### src/rtl/ioctl_word_packer.sv
// Packs the byte-wide ioctl download stream into 16-bit little-endian word writes with byte enables.
// Optional macro IOCTL_PACKER_STATS_EN adds the stat_words counter of words written to memory.
module ioctl_word_packer #(
   parameter int FIFO_AW = 3,
   parameter int ADDR_W  = 25
) (
   input  logic              clk_sys,
   input  logic              reset_n,
   input  logic              ioctl_download,
   input  logic              ioctl_wr,
   input  logic [ADDR_W-1:0] ioctl_addr,
   input  logic [7:0]        ioctl_dout,
   output logic              mem_req,
   input  logic              mem_ack,
   output logic [ADDR_W-2:0] mem_addr,
   output logic [15:0]       mem_din,
   output logic [1:0]        mem_be,
   output logic              busy,
   output logic              done,
   output logic              overflow
`ifdef IOCTL_PACKER_STATS_EN
   ,
   output logic [15:0]       stat_words
`endif
);

   localparam int WA    = ADDR_W - 1;
   localparam int DEPTH = 1 << FIFO_AW;
   localparam int EW    = WA + 18;

   typedef enum logic [1:0] {S_IDLE, S_RUN, S_FLUSH, S_DRAIN} state_t;

   state_t state, state_nxt;
   logic   dl_q;
   logic   rise;

   logic [WA-1:0] pend_addr, pend_addr_nxt;
   logic [15:0]   pend_data, pend_data_nxt;
   logic [1:0]    pend_be, pend_be_nxt;
   logic          pend_v, pend_v_nxt;

   logic          push_v;
   logic [WA-1:0] push_addr;
   logic [15:0]   push_data;
   logic [1:0]    push_be;

   logic [EW-1:0]    fifo_mem [DEPTH];
   logic [FIFO_AW:0] wr_ptr, rd_ptr;
   logic             fifo_empty, fifo_full, pop, push_ok, drop;
   logic [EW-1:0]    head;

   logic          byte_v, pv, lane;
   logic [WA-1:0] byte_waddr;
   logic [1:0]    lane_be, merged_be;
   logic [15:0]   lane_data, merged_data;

   assign rise       = ioctl_download && !dl_q;
   assign fifo_empty = (wr_ptr == rd_ptr);
   assign fifo_full  = (wr_ptr[FIFO_AW] != rd_ptr[FIFO_AW]) &&
                       (wr_ptr[FIFO_AW-1:0] == rd_ptr[FIFO_AW-1:0]);
   assign pop        = mem_req && mem_ack;
   assign push_ok    = push_v && (!fifo_full || pop);
   assign drop       = push_v && fifo_full && !pop;
   assign head       = fifo_mem[rd_ptr[FIFO_AW-1:0]];

   always_ff @(posedge clk_sys) begin
      if (!reset_n) begin
         state <= S_IDLE;
         dl_q  <= 1'b0;
      end else begin
         state <= state_nxt;
         dl_q  <= ioctl_download;
      end
   end

   always_comb begin
      state_nxt = state;
      case (state)
         S_IDLE:  if (rise) state_nxt = S_RUN;
         S_RUN:   if (!ioctl_download) state_nxt = S_FLUSH;
         S_FLUSH: state_nxt = rise ? S_RUN : S_DRAIN;
         S_DRAIN: begin
            if (rise) state_nxt = S_RUN;
            else if (fifo_empty && !mem_req) state_nxt = S_IDLE;
         end
         default: state_nxt = S_IDLE;
      endcase
   end

   always_comb begin
      busy = (state != S_IDLE) || pend_v || !fifo_empty || mem_req;
      done = (state == S_DRAIN) && fifo_empty && !mem_req && !rise;
   end

   // A download rise invalidates the pending word, so a byte in that cycle starts fresh.
   always_comb begin
      byte_v      = ioctl_wr && ioctl_download;
      pv          = pend_v && !rise;
      lane        = ioctl_addr[0];
      byte_waddr  = ioctl_addr[ADDR_W-1:1];
      lane_be     = lane ? 2'b10 : 2'b01;
      lane_data   = lane ? {ioctl_dout, 8'h00} : {8'h00, ioctl_dout};
      merged_be   = pend_be | lane_be;
      merged_data = lane ? {ioctl_dout, pend_data[7:0]} : {pend_data[15:8], ioctl_dout};

      pend_addr_nxt = pend_addr;
      pend_data_nxt = pend_data;
      pend_be_nxt   = pend_be;
      pend_v_nxt    = pv;
      push_v        = 1'b0;
      push_addr     = pend_addr;
      push_data     = pend_data;
      push_be       = pend_be;

      if (state == S_FLUSH && pend_v) begin
         push_v     = 1'b1;
         pend_v_nxt = 1'b0;
      end

      if (byte_v) begin
         if (pv && byte_waddr == pend_addr) begin
            if (merged_be == 2'b11) begin
               push_v     = 1'b1;
               push_data  = merged_data;
               push_be    = merged_be;
               pend_v_nxt = 1'b0;
            end else begin
               pend_data_nxt = merged_data;
               pend_be_nxt   = merged_be;
            end
         end else begin
            if (pv) push_v = 1'b1;
            pend_addr_nxt = byte_waddr;
            pend_data_nxt = lane_data;
            pend_be_nxt   = lane_be;
            pend_v_nxt    = 1'b1;
         end
      end
   end

   always_ff @(posedge clk_sys) begin
      if (!reset_n) begin
         pend_addr <= '0;
         pend_data <= '0;
         pend_be   <= '0;
         pend_v    <= 1'b0;
      end else begin
         pend_addr <= pend_addr_nxt;
         pend_data <= pend_data_nxt;
         pend_be   <= pend_be_nxt;
         pend_v    <= pend_v_nxt;
      end
   end

   always_ff @(posedge clk_sys) begin
      if (push_ok) fifo_mem[wr_ptr[FIFO_AW-1:0]] <= {push_addr, push_data, push_be};
   end

   always_ff @(posedge clk_sys) begin
      if (!reset_n) begin
         wr_ptr <= '0;
         rd_ptr <= '0;
      end else begin
         if (push_ok) wr_ptr <= wr_ptr + 1'b1;
         if (pop)     rd_ptr <= rd_ptr + 1'b1;
      end
   end

   // The head stays in the FIFO until acknowledged; the output registers only mirror it.
   always_ff @(posedge clk_sys) begin
      if (!reset_n) begin
         mem_req  <= 1'b0;
         mem_addr <= '0;
         mem_din  <= '0;
         mem_be   <= '0;
      end else if (!mem_req && !fifo_empty) begin
         mem_req                     <= 1'b1;
         {mem_addr, mem_din, mem_be} <= head;
      end else if (pop) begin
         mem_req <= 1'b0;
      end
   end

   always_ff @(posedge clk_sys) begin
      if (!reset_n) begin
         overflow <= 1'b0;
      end else begin
         if (rise) overflow <= 1'b0;
         if (drop) overflow <= 1'b1;
      end
   end

`ifdef IOCTL_PACKER_STATS_EN
   always_ff @(posedge clk_sys) begin
      if (!reset_n) begin
         stat_words <= '0;
      end else if (rise) begin
         stat_words <= '0;
      end else if (pop) begin
         stat_words <= stat_words + 16'd1;
      end
   end
`endif

endmodule

### config.mk
export PLATFORM = sky130hd
export DESIGN_NAME = ioctl_word_packer
export DESIGN_NICKNAME = d
export VERILOG_FILES = /design/src/rtl/ioctl_word_packer.sv
export SDC_FILE = /design/constraint.sdc
export NUM_CORES = 1
export LEC_CHECK = 0
export ABC_AREA = 1
export CORE_ASPECT_RATIO = 1.4
export CORE_MARGIN = 2
export CORE_UTILIZATION = 60
export CTS_CLUSTER_DIAMETER = 50
export DETAILED_ROUTE_END_ITERATION = 6
export HOLD_SLACK_MARGIN = 0.08
export PLACE_DENSITY = 0.79
export SYNTH_ARGS = -nofsm -noshare
export SYNTH_HDL_FRONTEND = slang
export SYNTH_SLANG_ARGS = --single-unit
### constraint.sdc
create_clock -name clk_sys -period 5.59 [get_ports clk_sys]
set_input_delay 1.118 -clock clk_sys [delete_from_list [all_inputs] [get_ports clk_sys]]
set_output_delay 1.118 -clock clk_sys [all_outputs]
set_load 0.005 [all_outputs]
==> results.rst, run 1 <==
.. list-table::
   :header-rows: 1

   * - Metric
     - Value
   * - Fraction of layout cells with a size suffix above 1
     - between 9 and 10%
   * - Mapped Avg Cell Area
     - between 10 and 15 sq um
   * - Count of antenna diodes in the layout
     - 0
   * - Slew of the pin with the lowest slew margin
     - 1.15 ns
   * - Total number of placement rows
     - 74
   * - Number of buffers inserted by post-CTS setup repair
     - 0
   * - Ranking of synthesized cells by area
     - edfxtp_1, dfxtp_1, o21ai_0
   * - Power per cell area
     - 358 nW/um^2
   * - Endpoint class of the critical path
     - flip-flop
   * - CTS buffer count
     - 40
   * - Share of synthesized area occupied by flip-flops and latches
     - between 60% and 70%
   * - Clock latency at the later pin of the worst-skew pair
     - between 0.5 and 0.6 ns
   * - Synthesized instance count
     - about 1,600
   * - Die boundary height
     - a little over 200 um
   * - Clock slew at the register clock pins of the worst setup and hold paths
     - 0.07 ns
   * - Status
     - complete, but fails checks
   * - Count of boundary I/O pins
     - 84
   * - CTS H-tree depth
     - 2
   * - Reported leakage power
     - about 7.3 nW
   * - Final nets
     - 1,712
   * - Maximum number of pins on one net before global-route repair
     - around 120
   * - Fin crit share
     - about three quarters
   * - Remaining global-route overflow
     - 0
   * - Worst rel slew slack
     - a little under a quarter
   * - Kind of critical path
     - input pin to flip-flop
   * - Setup tns final
     - 0 ns
   * - Worst vdd rail ir drop
     - 0.000323 V
   * - Worst Path Max Fanout
     - 35
   * - Antenna-violating nets left
     - 0
   * - Detail Placement HPWL
     - approximately 22,000 um
   * - Type of the most critical hold path
     - flip-flop to flip-flop
   * - Final count of pins violating max slew
     - 0
   * - Cts hold-fix bufs
     - 0
   * - Fin cells
     - between 2,000 and 2,500
   * - Crit path max-delay family
     - simple AND/OR/NAND/NOR gates
   * - Required arrival time at the worst endpoint
     - around 5.8 ns
   * - FFs w/ async S/R, synth
     - 0%
   * - Layout overhead on the synthesized area
     - 13.5%
   * - Worst-case clock buffer depth
     - 3
   * - Failing checks
     - DRC
   * - Total Routed Length
     - 39,000 um
   * - Slowest cell on the critical path
     - clkdlybuf4s50_1
   * - Final count of negative-setup-slack endpoints
     - 0
   * - Via count of the first global-routing pass
     - around 12,000
   * - Routed length per placed instance
     - between 15 and 20 um
   * - Core outline area
     - 29,200 sq um
   * - Initial core utilization
     - between 60% and 70%
   * - Vias
     - 12,233
   * - Netlist area before placement
     - approximately 18,000 sq um
   * - Stage delay of the slowest cell on the critical path
     - 0.84 ns
   * - Remaining routing DRC violations
     - 1
   * - Ordered cell list for the critical path
     - clkdlybuf4s50_1, inv_2, o21ai_1, nand4_4, nand3_4, nand2_4, nor3_4, buf_4
   * - Hold slack final
     - 0.470 ns
   * - CTS-repair resized insts
     - 0
   * - Post-layout min period
     - around 4.2 ns
   * - Biggest area consumer among synthesized cells
     - edfxtp_1
   * - Max_cap viols
     - 0
   * - Count of flip-flops with a built-in enable after synthesis
     - about 340
   * - Dominant synthesized flop cell
     - edfxtp_1
   * - Overall die area
     - 31,100 sq um
   * - Number of buffers and inverters on the critical path
     - 3
   * - Initial antenna violation count
     - 0
   * - CTS tree
     - done
   * - Max frequency
     - ~0.24 GHz
   * - Warnings, synthesis
     - 0
   * - Number of search-and-repair iterations in the first detailed-routing pass
     - 7
   * - Filler Cells Inserted
     - around 2,000
   * - Number of DRC markers after the initial detailed-route iteration
     - between 1,000 and 1,500
   * - Setup repair after global routing missed its margin
     - false
   * - Placer congestion estimate
     - approximately 0.84
   * - Final Hold Vio Count
     - 0
   * - Port-buffer cells
     - 83
   * - Via density per instance
     - roughly 5.9
   * - Worst setup timing slack at the placement stage
     - ~0.8 ns
   * - Final critical-path setup slack
     - 1.36 ns
   * - Total global routing track utilization
     - about a quarter
   * - Synth top area share
     - about 57%
   * - Seq cells post-synth
     - around 430
   * - Number of placed cells counting well taps
     - about 2,000
   * - Die Span X
     - roughly 150 um
   * - Most repeated cell in the gate-level netlist after synthesis
     - edfxtp_1
   * - Most numerous cell types in the synthesized netlist
     - edfxtp_1, nand2_1, nor2_1, o21ai_0, dfxtp_1
   * - Clock sink count
     - roughly 430
   * - Wire length of the first global-routing pass
     - 61,800 um
   * - Post-synthesis net count
     - 1,668
   * - Cell chosen for the clock root
     - clkbuf_16
   * - Clock Skew
     - 0.0233 ns
   * - Cell variety after synth
     - roughly 40
   * - Critical path arrival
     - between 4 and 5 ns
   * - Startpoint Class
     - input pin
[per-layer routing]
| metal | vias up | wire length [um] | track usage [%] |
|---|---|---|---|
| met5 | - | 0 | 0 |
| met4 | 0 | 996 | 9.33 |
| met3 | 72 | 2860 | 3.56 |
| met2 | 504 | 19700 | 42.9 |
| met1 | 5874 | 15500 | 33.8 |
| li1 | 5783 | - | - |
[path summary, 6_finish.rpt]
kind	start	endpoint	slack [ns]	cells after the start
hold / removal	pend_be[0]$_SDFFE_PN0P_	pend_be[0]$_SDFFE_PN0P_	0.47	2
setup / recovery	ioctl_addr[0]	fifo_mem[5][17]$_DFFE_PP_	1.36	8
hold reg to reg	pend_be[0]$_SDFFE_PN0P_	pend_be[0]$_SDFFE_PN0P_	0.47	2
setup reg to reg	pend_addr[6]$_SDFFE_PN0P_	fifo_mem[5][17]$_DFFE_PP_	1.91	11
[final cells by class]
cell class / count / area, sq um / area share [%]
clock inverters: 22 / 273 / 1.35
inverters: 98 / 370 / 1.83
flip-flops and latches: 434 / 12100 / 59.7
well taps: 380 / 475 / 2.35
clock buffers: 51 / 1100 / 5.46
repair buffers: 101 / 1010 / 5.00
multi-input cells: 997 / 4920 / 24.3
[placed cells by master (no fill, tap or decap), types with 9 or more instances in the layout]
master,instances
nand3_1,12
dfxtp_1,95
a21oi_2,15
buf_4,14
o22ai_1,42
a211oi_2,10
inv_1,83
a31oi_1,42
nand2_1,259
edfxtp_1,336
clkdlybuf4s50_1,82
clkbuf_16,41
inv_2,11
o21ai_0,196
nor2_1,211
a21oi_1,91
nor2_4,9
o21ai_1,63
[cell families after synthesis]
logic type	count (synthesis)	share of synthesized area [%]
buffers and inverters	197	5.01
DFF	434	67.7
AOI/OAI and AO/OA	468	14.6
and+or+nand+nor	517	12.0
xor gates and xnor gates	10	0.492
adders and majority gates	2	0.141
[worst min-delay path: stages, from the launching register on]
cell	delay (ns)
dfxtp_1	0.31
nand2_1	0.06
a21oi_1	0.06
[through the flow]
step	power, mW	utilization (%)	area (sq um)
6_report	7.24	69.3	20200
3_5_place_dp	4.48	64.6	18800
5_1_grt	7.47	69.3	20200
2_1_floorplan	4.17	-	17800
3_3_place_gp	4.45	64.6	18800
4_1_cts	7.26	69.3	20200
[power by group]
group | switching (mW) | leakage, nW | internal [mW]
registers | 0.107 | 3.89 | 3.57
logic | 0.439 | 2.75 | 0.300
clock network | 1.17 | 0.663 | 1.65
total | 1.72 | 7.31 | 5.52
[sequential cells by signal, indices dropped and copies added (netlist names)]
name and cells:
overflow 1, pend_data 16, mem_req 1, state 2
pend_v 1, fifo_mem 336, pend_addr 24, mem_be 2
rd_ptr 4, wr_ptr 4, dl_q 1, pend_be 2
mem_addr 24, mem_din 16
(Power assumes the default switching activity.)
==> run 2, diff against run 1 <==
Clock period 5.59 ns to 4.06 ns, I/O delays scaled along.
==> run 2 against run 1 <==
Effect of this change:
- the flow now finishes without violations
- global-route usage grew 0.88 points
- hold slack gained 0.0091 ns
- clock power grew 37%
- clock skew shrank 0.0071 ns
- register-to-register slack lost 0.78 ns
- largest power group unchanged
==> results.rst, run 2 (synthesis gave the netlist of run 1 again) <==
.. list-table::
   :header-rows: 1

   * - Metric
     - Value
   * - Type of the most critical hold path
     - flip-flop to flip-flop (unchanged)
   * - Number of buffers and inverters on the critical path
     - 1 (was 3)
   * - Port-buffer cells
     - 83 (unchanged)
   * - Cell chosen for the clock root
     - clkbuf_16 (unchanged)
   * - Filler Cells Inserted
     - 1,964 (was 2,024)
   * - Worst-case clock buffer depth
     - 3 (unchanged)
   * - CTS-repair resized insts
     - 0 (unchanged)
   * - Placer congestion estimate
     - 0.845 (was 0.835)
   * - Total number of placement rows
     - 74 (unchanged)
   * - Remaining global-route overflow
     - 0 (unchanged)
   * - Final count of pins violating max slew
     - 0 (unchanged)
   * - Worst Path Max Fanout
     - 37 (was 35)
   * - Total Routed Length
     - 41,100 um (was 39,000 um)
   * - Worst rel slew slack
     - 31.4% (was 23.3%)
   * - Reported leakage power
     - 7.37 nW (was 7.31 nW)
   * - Detail Placement HPWL
     - 22,500 um (was 22,300 um)
   * - Highest-count cells in the layout ignoring fill and taps
     - edfxtp_1, nand2_1, nor2_1, o21ai_0, dfxtp_1 (unchanged)
   * - Routed length per placed instance
     - 19.6 um (was 18.7 um)
   * - Post-layout min period
     - ~3.4 ns
   * - Max_cap viols
     - 0 (unchanged)
   * - Initial antenna violation count
     - 0 (unchanged)
   * - Max frequency
     - 0.292 GHz
   * - Kind of critical path
     - flip-flop to output port (was input pin to flip-flop)
   * - Final count of negative-setup-slack endpoints
     - 0 (unchanged)
   * - Remaining routing DRC violations
     - 0 (was 1)
   * - CTS tree
     - done (unchanged)
   * - Die boundary height
     - 208 um (unchanged)
   * - CTS buffer count
     - 41 (was 40)
   * - Required arrival time at the worst endpoint
     - 3.25 ns (was 5.80 ns)
   * - Status
     - complete, no violations (was complete, but fails checks)
   * - Clock Skew
     - 0.0162 ns (was 0.0233 ns)
   * - Setup repair after global routing missed its margin
     - false (unchanged)
   * - Startpoint Class
     - flip-flop (was input pin)
   * - Util after Layout
     - 69.7% (was 69.3%)
   * - Wire length of the first global-routing pass
     - 63,500 um (was 61,800 um)
   * - Maximum number of pins on one net before global-route repair
     - 113 (was 115)
   * - Number of DRC markers after the initial detailed-route iteration
     - 1,264 (was 1,275)
   * - Final Hold Vio Count
     - 0 (unchanged)
   * - Vias
     - 12,547 (was 12,233)
   * - Layout overhead on the synthesized area
     - 14.2% (was 13.5%)
   * - Count of boundary I/O pins
     - 84 (unchanged)
   * - Worst vdd rail ir drop
     - 0.000360 V (was 0.000323 V)
   * - Die Span X
     - 150 um (unchanged)
   * - Stage delay of the slowest cell on the critical path
     - 0.62 ns (was 0.84 ns)
   * - Antenna-violating nets left
     - 0 (unchanged)
   * - Number of buffers inserted by post-CTS setup repair
     - 0 (unchanged)
   * - Cts hold-fix bufs
     - 0 (unchanged)
   * - Core outline area
     - 29,200 sq um (unchanged)
   * - Flip-flop count of the largest register after layout
     - 336 (unchanged)
   * - Final nets
     - 1,722 (was 1,712)
   * - Most frequent standard cell in the layout excluding fill and tap cells
     - edfxtp_1 (unchanged)
   * - Power per cell area
     - 489 nW/um^2 (was 358 nW/um^2)
   * - Most common cell on crit path
     - nand2_1
   * - Ordered cell list for the critical path
     - xor2_1, nor2_1, nand2_1, nor2_2, nand2_1, nor4_1, clkdlybuf4s50_1 (was clkdlybuf4s50_1, inv_2, o21ai_1, nand4_4, nand3_4, nand2_4, nor3_4, buf_4)
   * - Number of search-and-repair iterations in the first detailed-routing pass
     - 5 (was 7)
   * - Setup tns final
     - 0 ns (unchanged)
   * - Endpoint class of the critical path
     - output port (was flip-flop)
   * - Overall die area
     - 31,100 sq um (unchanged)
   * - Fraction of layout cells with a size suffix above 1
     - 9.80% (was 9.16%)
   * - Clock latency at the later pin of the worst-skew pair
     - 0.56 ns (was 0.54 ns)
   * - Via count of the first global-routing pass
     - 11,984 (was 11,831)
   * - Via density per instance
     - 5.99 (was 5.87)
   * - Critical path arrival
     - 2.61 ns (was 4.44 ns)
   * - Fin crit share
     - between 80% and 90%
   * - Initial core utilization
     - 61.0% (unchanged)
   * - Count of antenna diodes in the layout
     - 0 (unchanged)
   * - Crit path max-delay family
     - simple AND/OR/NAND/NOR gates (unchanged)
   * - CTS H-tree depth
     - 2 (unchanged)
   * - Slew of the pin with the lowest slew margin
     - 1.03 ns (was 1.15 ns)
   * - Clock slew at the register clock pins of the worst setup and hold paths
     - 0.06 ns (was 0.07 ns)
   * - Total global routing track utilization
     - 26.4% (was 25.5%)
   * - Slowest cell on the critical path
     - dfxtp_4 (was clkdlybuf4s50_1)
   * - Clock sink count
     - 434 (unchanged)
==> run 2: final timing paths <==
| kind | slack (ns) | depth (start not counted) | end | from |
|---|---|---|---|---|
| setup / recovery | 0.64 | 7 | done | rd_ptr[1]$_SDFFE_PN0P_ |
| hold / removal | 0.48 | 2 | pend_data[8]$_SDFFE_PN0P_ | pend_data[8]$_SDFFE_PN0P_ |
| setup reg to reg | 1.13 | 9 | fifo_mem[7][15]$_DFFE_PP_ | pend_addr[7]$_SDFFE_PN0P_ |
| hold reg to reg | 0.48 | 2 | pend_data[8]$_SDFFE_PN0P_ | pend_data[8]$_SDFFE_PN0P_ |
==> run 2: power breakdown <==
| group | internal [mW] | switching, mW |
|---|---|---|
| clock network | 2.16 | 1.69 |
| logic | 0.422 | 0.629 |
| registers | 4.92 | 0.132 |
| total | 7.50 | 2.45 |
==> run 2: cell type report <==
cell class	count	area [sq um]	area share (%)
Clock buffer	46	1040	5.14
Clock inverter	30	315	1.55
Inverter	98	370	1.82
Multi-Input combinational cell	997	4920	24.2
Sequential cell	434	12100	59.3
Tap cell	380	475	2.34
Timing Repair Buffer	110	1150	5.67
==> run 2: per-stage QoR <==
stage | hold slack (ns) | instance area [sq um] | setup WS, ns | instances | power [mW]
after floorplan | 0.444 | 17800 | 0.0896 | 1628 | 5.74
after global placement | 0.452 | 19000 | 0.590 | 2019 | 6.14
after detailed placement | 0.468 | 19000 | 0.528 | 2019 | 6.18
after CTS | 0.478 | 20300 | 0.634 | 2095 | 9.97
after global routing | 0.508 | 20300 | 0.479 | 2095 | 10.3
final | 0.479 | 20300 | 0.639 | 2095 | 9.95
==> run 2: tightest hold or removal path, delay by kind of cell, from the launching register on <==
kind                   cells  cell delay (ns)
AO/OA/AOI/OAI              1             0.05
flip-flops                 1             0.30
buffers and inverters      1             0.08
==> run 2: per-layer routing <==
layer  track usage [%]  share of wire [%]
met5                 0                  0
met4              9.98                3.1
met3              4.13                7.8
met2              44.5                 50
met1              34.5                 39
==> run 3, diff against run 2 <==
Clock period 4.06 ns to 3.3 ns, I/O delays scaled along.
==> run 3 against run 2 <==
Effect of this change:
- largest cell class unchanged
- critical path depth unchanged
- first-iteration DRC count increased by 2.1%
- clock power increased by 16%
==> results.rst, run 3 (synthesis gave the netlist of run 1 again) <==
.. list-table::
   :header-rows: 1

   * - Metric
     - Value
   * - Clock sink count
     - 434 (unchanged)
   * - Power per cell area
     - 586 nW/um^2 (was 489 nW/um^2)
   * - Worst vdd rail ir drop
     - 0.000444 V (was 0.000360 V)
   * - Remaining global-route overflow
     - 0 (unchanged)
   * - Maximum number of pins on one net before global-route repair
     - 172 (was 113)
   * - Number of buffers inserted by post-CTS setup repair
     - 0 (unchanged)
   * - Count of antenna diodes in the layout
     - 0 (unchanged)
   * - Worst R2R Path Depth
     - 9 (unchanged)
   * - Routed length per placed instance
     - 19.0 um (was 19.6 um)
   * - CTS buffer count
     - 40 (was 41)
   * - Clock slew at the register clock pins of the worst setup and hold paths
     - 0.07 ns (was 0.06 ns)
   * - Hold Path End
     - pend_be[0]$_SDFFE_PN0P_ (was pend_data[8]$_SDFFE_PN0P_)
   * - Core outline area
     - 29,200 sq um (unchanged)
   * - CTS-repair resized insts
     - 0 (unchanged)
   * - Fraction of layout cells with a size suffix above 1
     - 9.91% (was 9.80%)
   * - Type of the most critical hold path
     - flip-flop to flip-flop (unchanged)
   * - Highest-count cells in the layout ignoring fill and taps
     - edfxtp_1, nand2_1, nor2_1, o21ai_0, dfxtp_1 (unchanged)
   * - Worst-case clock buffer depth
     - 3 (unchanged)
   * - Vias
     - 12,360 (was 12,547)
   * - Post-layout min period
     - just over 3 ns
   * - Total global routing track utilization
     - 26.1% (was 26.4%)
   * - Overall die area
     - 31,100 sq um (unchanged)
   * - Remaining routing DRC violations
     - 0 (unchanged)
   * - Via density per instance
     - 5.87 (was 5.99)
   * - Destination of the worst register-to-register timing path
     - fifo_mem[7][16]$_DFFE_PP_ (was fifo_mem[7][15]$_DFFE_PP_)
   * - Critical hold path startpoint
     - pend_be[0]$_SDFFE_PN0P_ (was pend_data[8]$_SDFFE_PN0P_)
   * - Max_cap viols
     - 0 (unchanged)
   * - Flip-flop count of the largest register after layout
     - 336 (unchanged)
   * - Layout overhead on the synthesized area
     - 14.9% (was 14.2%)
   * - Most frequent standard cell in the layout excluding fill and tap cells
     - edfxtp_1 (unchanged)
   * - Port-buffer cells
     - 83 (unchanged)
   * - Total number of placement rows
     - 74 (unchanged)
   * - Critical register-to-register path startpoint
     - pend_addr[7]$_SDFFE_PN0P_ (unchanged)
   * - Final Hold Vio Count
     - 0 (unchanged)
   * - Number of DRC markers after the initial detailed-route iteration
     - 1,290 (was 1,264)
   * - Clock Skew
     - 0.0115 ns (was 0.0162 ns)
   * - Final critical-path setup slack
     - 0.227 ns (was 0.639 ns)
   * - Total Routed Length
     - 40,000 um (was 41,100 um)
   * - Final count of pins violating max slew
     - 0 (unchanged)
   * - Wire length of the first global-routing pass
     - 63,300 um (was 63,500 um)
   * - Die boundary height
     - 208 um (unchanged)
   * - Initial antenna violation count
     - 0 (unchanged)
   * - Placer congestion estimate
     - 0.830 (was 0.845)
   * - CTS H-tree depth
     - 2 (unchanged)
   * - R2R Setup Slk
     - 0.56 ns (was 1.13 ns)
   * - Worst Path Max Fanout
     - 6 (was 37)
   * - Final count of negative-setup-slack endpoints
     - 0 (unchanged)
   * - Hold Path Depth
     - 2 (unchanged)
   * - Detail Placement HPWL
     - 23,500 um (was 22,500 um)
   * - Final nets
     - 1,736 (was 1,722)
   * - Kind of critical path
     - flip-flop to output port (unchanged)
   * - Via count of the first global-routing pass
     - 12,087 (was 11,984)
   * - Antenna-violating nets left
     - 0 (unchanged)
   * - Number of placed cells counting well taps
     - 2,034 (was 2,019)
   * - Clock latency at the later pin of the worst-skew pair
     - 0.54 ns (was 0.56 ns)
   * - Count of boundary I/O pins
     - 84 (unchanged)
   * - Startpoint Class
     - flip-flop (unchanged)
   * - Fin cells
     - 2,106 (was 2,095)
   * - Setup repair after global routing missed its margin
     - false (unchanged)
   * - Initial core utilization
     - 61.0% (unchanged)
   * - Max frequency
     - 0.325 GHz
   * - Cts hold-fix bufs
     - 0 (unchanged)
   * - CP startpoint
     - wr_ptr[1]$_SDFFE_PN0P_ (was rd_ptr[1]$_SDFFE_PN0P_)
   * - Worst rel slew slack
     - 46.0% (was 31.4%)
   * - Number of search-and-repair iterations in the first detailed-routing pass
     - 5 (unchanged)
   * - Required arrival time at the worst endpoint
     - 2.64 ns (was 3.25 ns)
   * - Filler Cells Inserted
     - 1,962 (was 1,964)
   * - Critical path arrival
     - 2.41 ns (was 2.61 ns)
   * - Cell chosen for the clock root
     - clkbuf_16 (unchanged)
   * - Reported leakage power
     - 7.43 nW (was 7.37 nW)
   * - Endpoint class of the critical path
     - output port (unchanged)
   * - Die Span X
     - 150 um (unchanged)
   * - CTS tree
     - done (unchanged)
   * - Status
     - complete, no violations (unchanged)
   * - Worst setup timing slack at the placement stage
     - 0.0216 ns (was 0.528 ns)
   * - Fin crit share
     - slightly above 90%
   * - Slew of the pin with the lowest slew margin
     - 0.811 ns (was 1.03 ns)
## run 3: cell types whose count changed in the layout (fill, tap and decap cells not counted), sizes merged
cell	previous run	this run
bufinv	4	2
clkinv	15	10
inv	104	98
clkbuf	46	59
buf	28	43
clkinvlp	5	1
## run 3: through the flow
| step | power (mW) | hold WS (ns) | TNS (ns) | utilization [%] | cell area, sq um |
|---|---|---|---|---|---|
| finish | 12.0 | 0.469 | 0 | 70.2 | 20500 |
| CTS | 12.0 | 0.469 | 0 | 70.2 | 20500 |
| floorplan | 7.07 | 0.444 | -126.83 | - | 17800 |
| global route | 12.4 | 0.500 | 0 | 70.2 | 20500 |
| detailed placement | 7.61 | 0.459 | 0 | 65.8 | 19200 |
| global placement | 7.57 | 0.454 | 0 | 65.8 | 19200 |
## run 3: per-layer routing
layer | global-route usage (%) | vias up | share of wire, %
met5 | 0 | - | 0
met4 | 10.5 | 0 | 3.1
met3 | 3.56 | 88 | 8.3
met2 | 43.7 | 569 | 51
met1 | 34.6 | 5871 | 38
li1 | - | 5832 | -
## run 3: worst max-delay path by stage
stage	end	slack [ns]
after floorplan	fifo_mem[0][0]$_DFFE_PP_	-0.52
after global placement	fifo_mem[4][12]$_DFFE_PP_	0.09
after detailed placement	fifo_mem[4][12]$_DFFE_PP_	0.02
after CTS	done	0.19
after global routing	done	0.10
final	done	0.23
## run 3: power breakdown
group | internal, mW | switching, mW | leakage (nW)
combinational | 0.532 | 0.787 | 2.92
clock | 2.57 | 1.91 | 0.620
sequential | 6.05 | 0.144 | 3.89
## run 3: cell type report
type                            count  area [sq um]  share of cell area (%)
Clock buffer                       59          1140                    5.59
Clock inverter                     13           128                   0.624
Inverter                           98           370                    1.81
Multi-Input combinational cell    997          4920                    24.0
Sequential cell                   434         12100                    58.9
Tap cell                          380           475                    2.32
Timing Repair Buffer              125          1370                    6.68
## run 3: worst max-delay path, cell delays in order (launching register included)
cell	delay, ns
dfxtp_1	0.46
xor2_1	0.10
nor2_1	0.10
nand2_1	0.09
nor2_2	0.19
nand2_1	0.14
nor4_1	0.23
clkdlybuf4s50_1	0.56
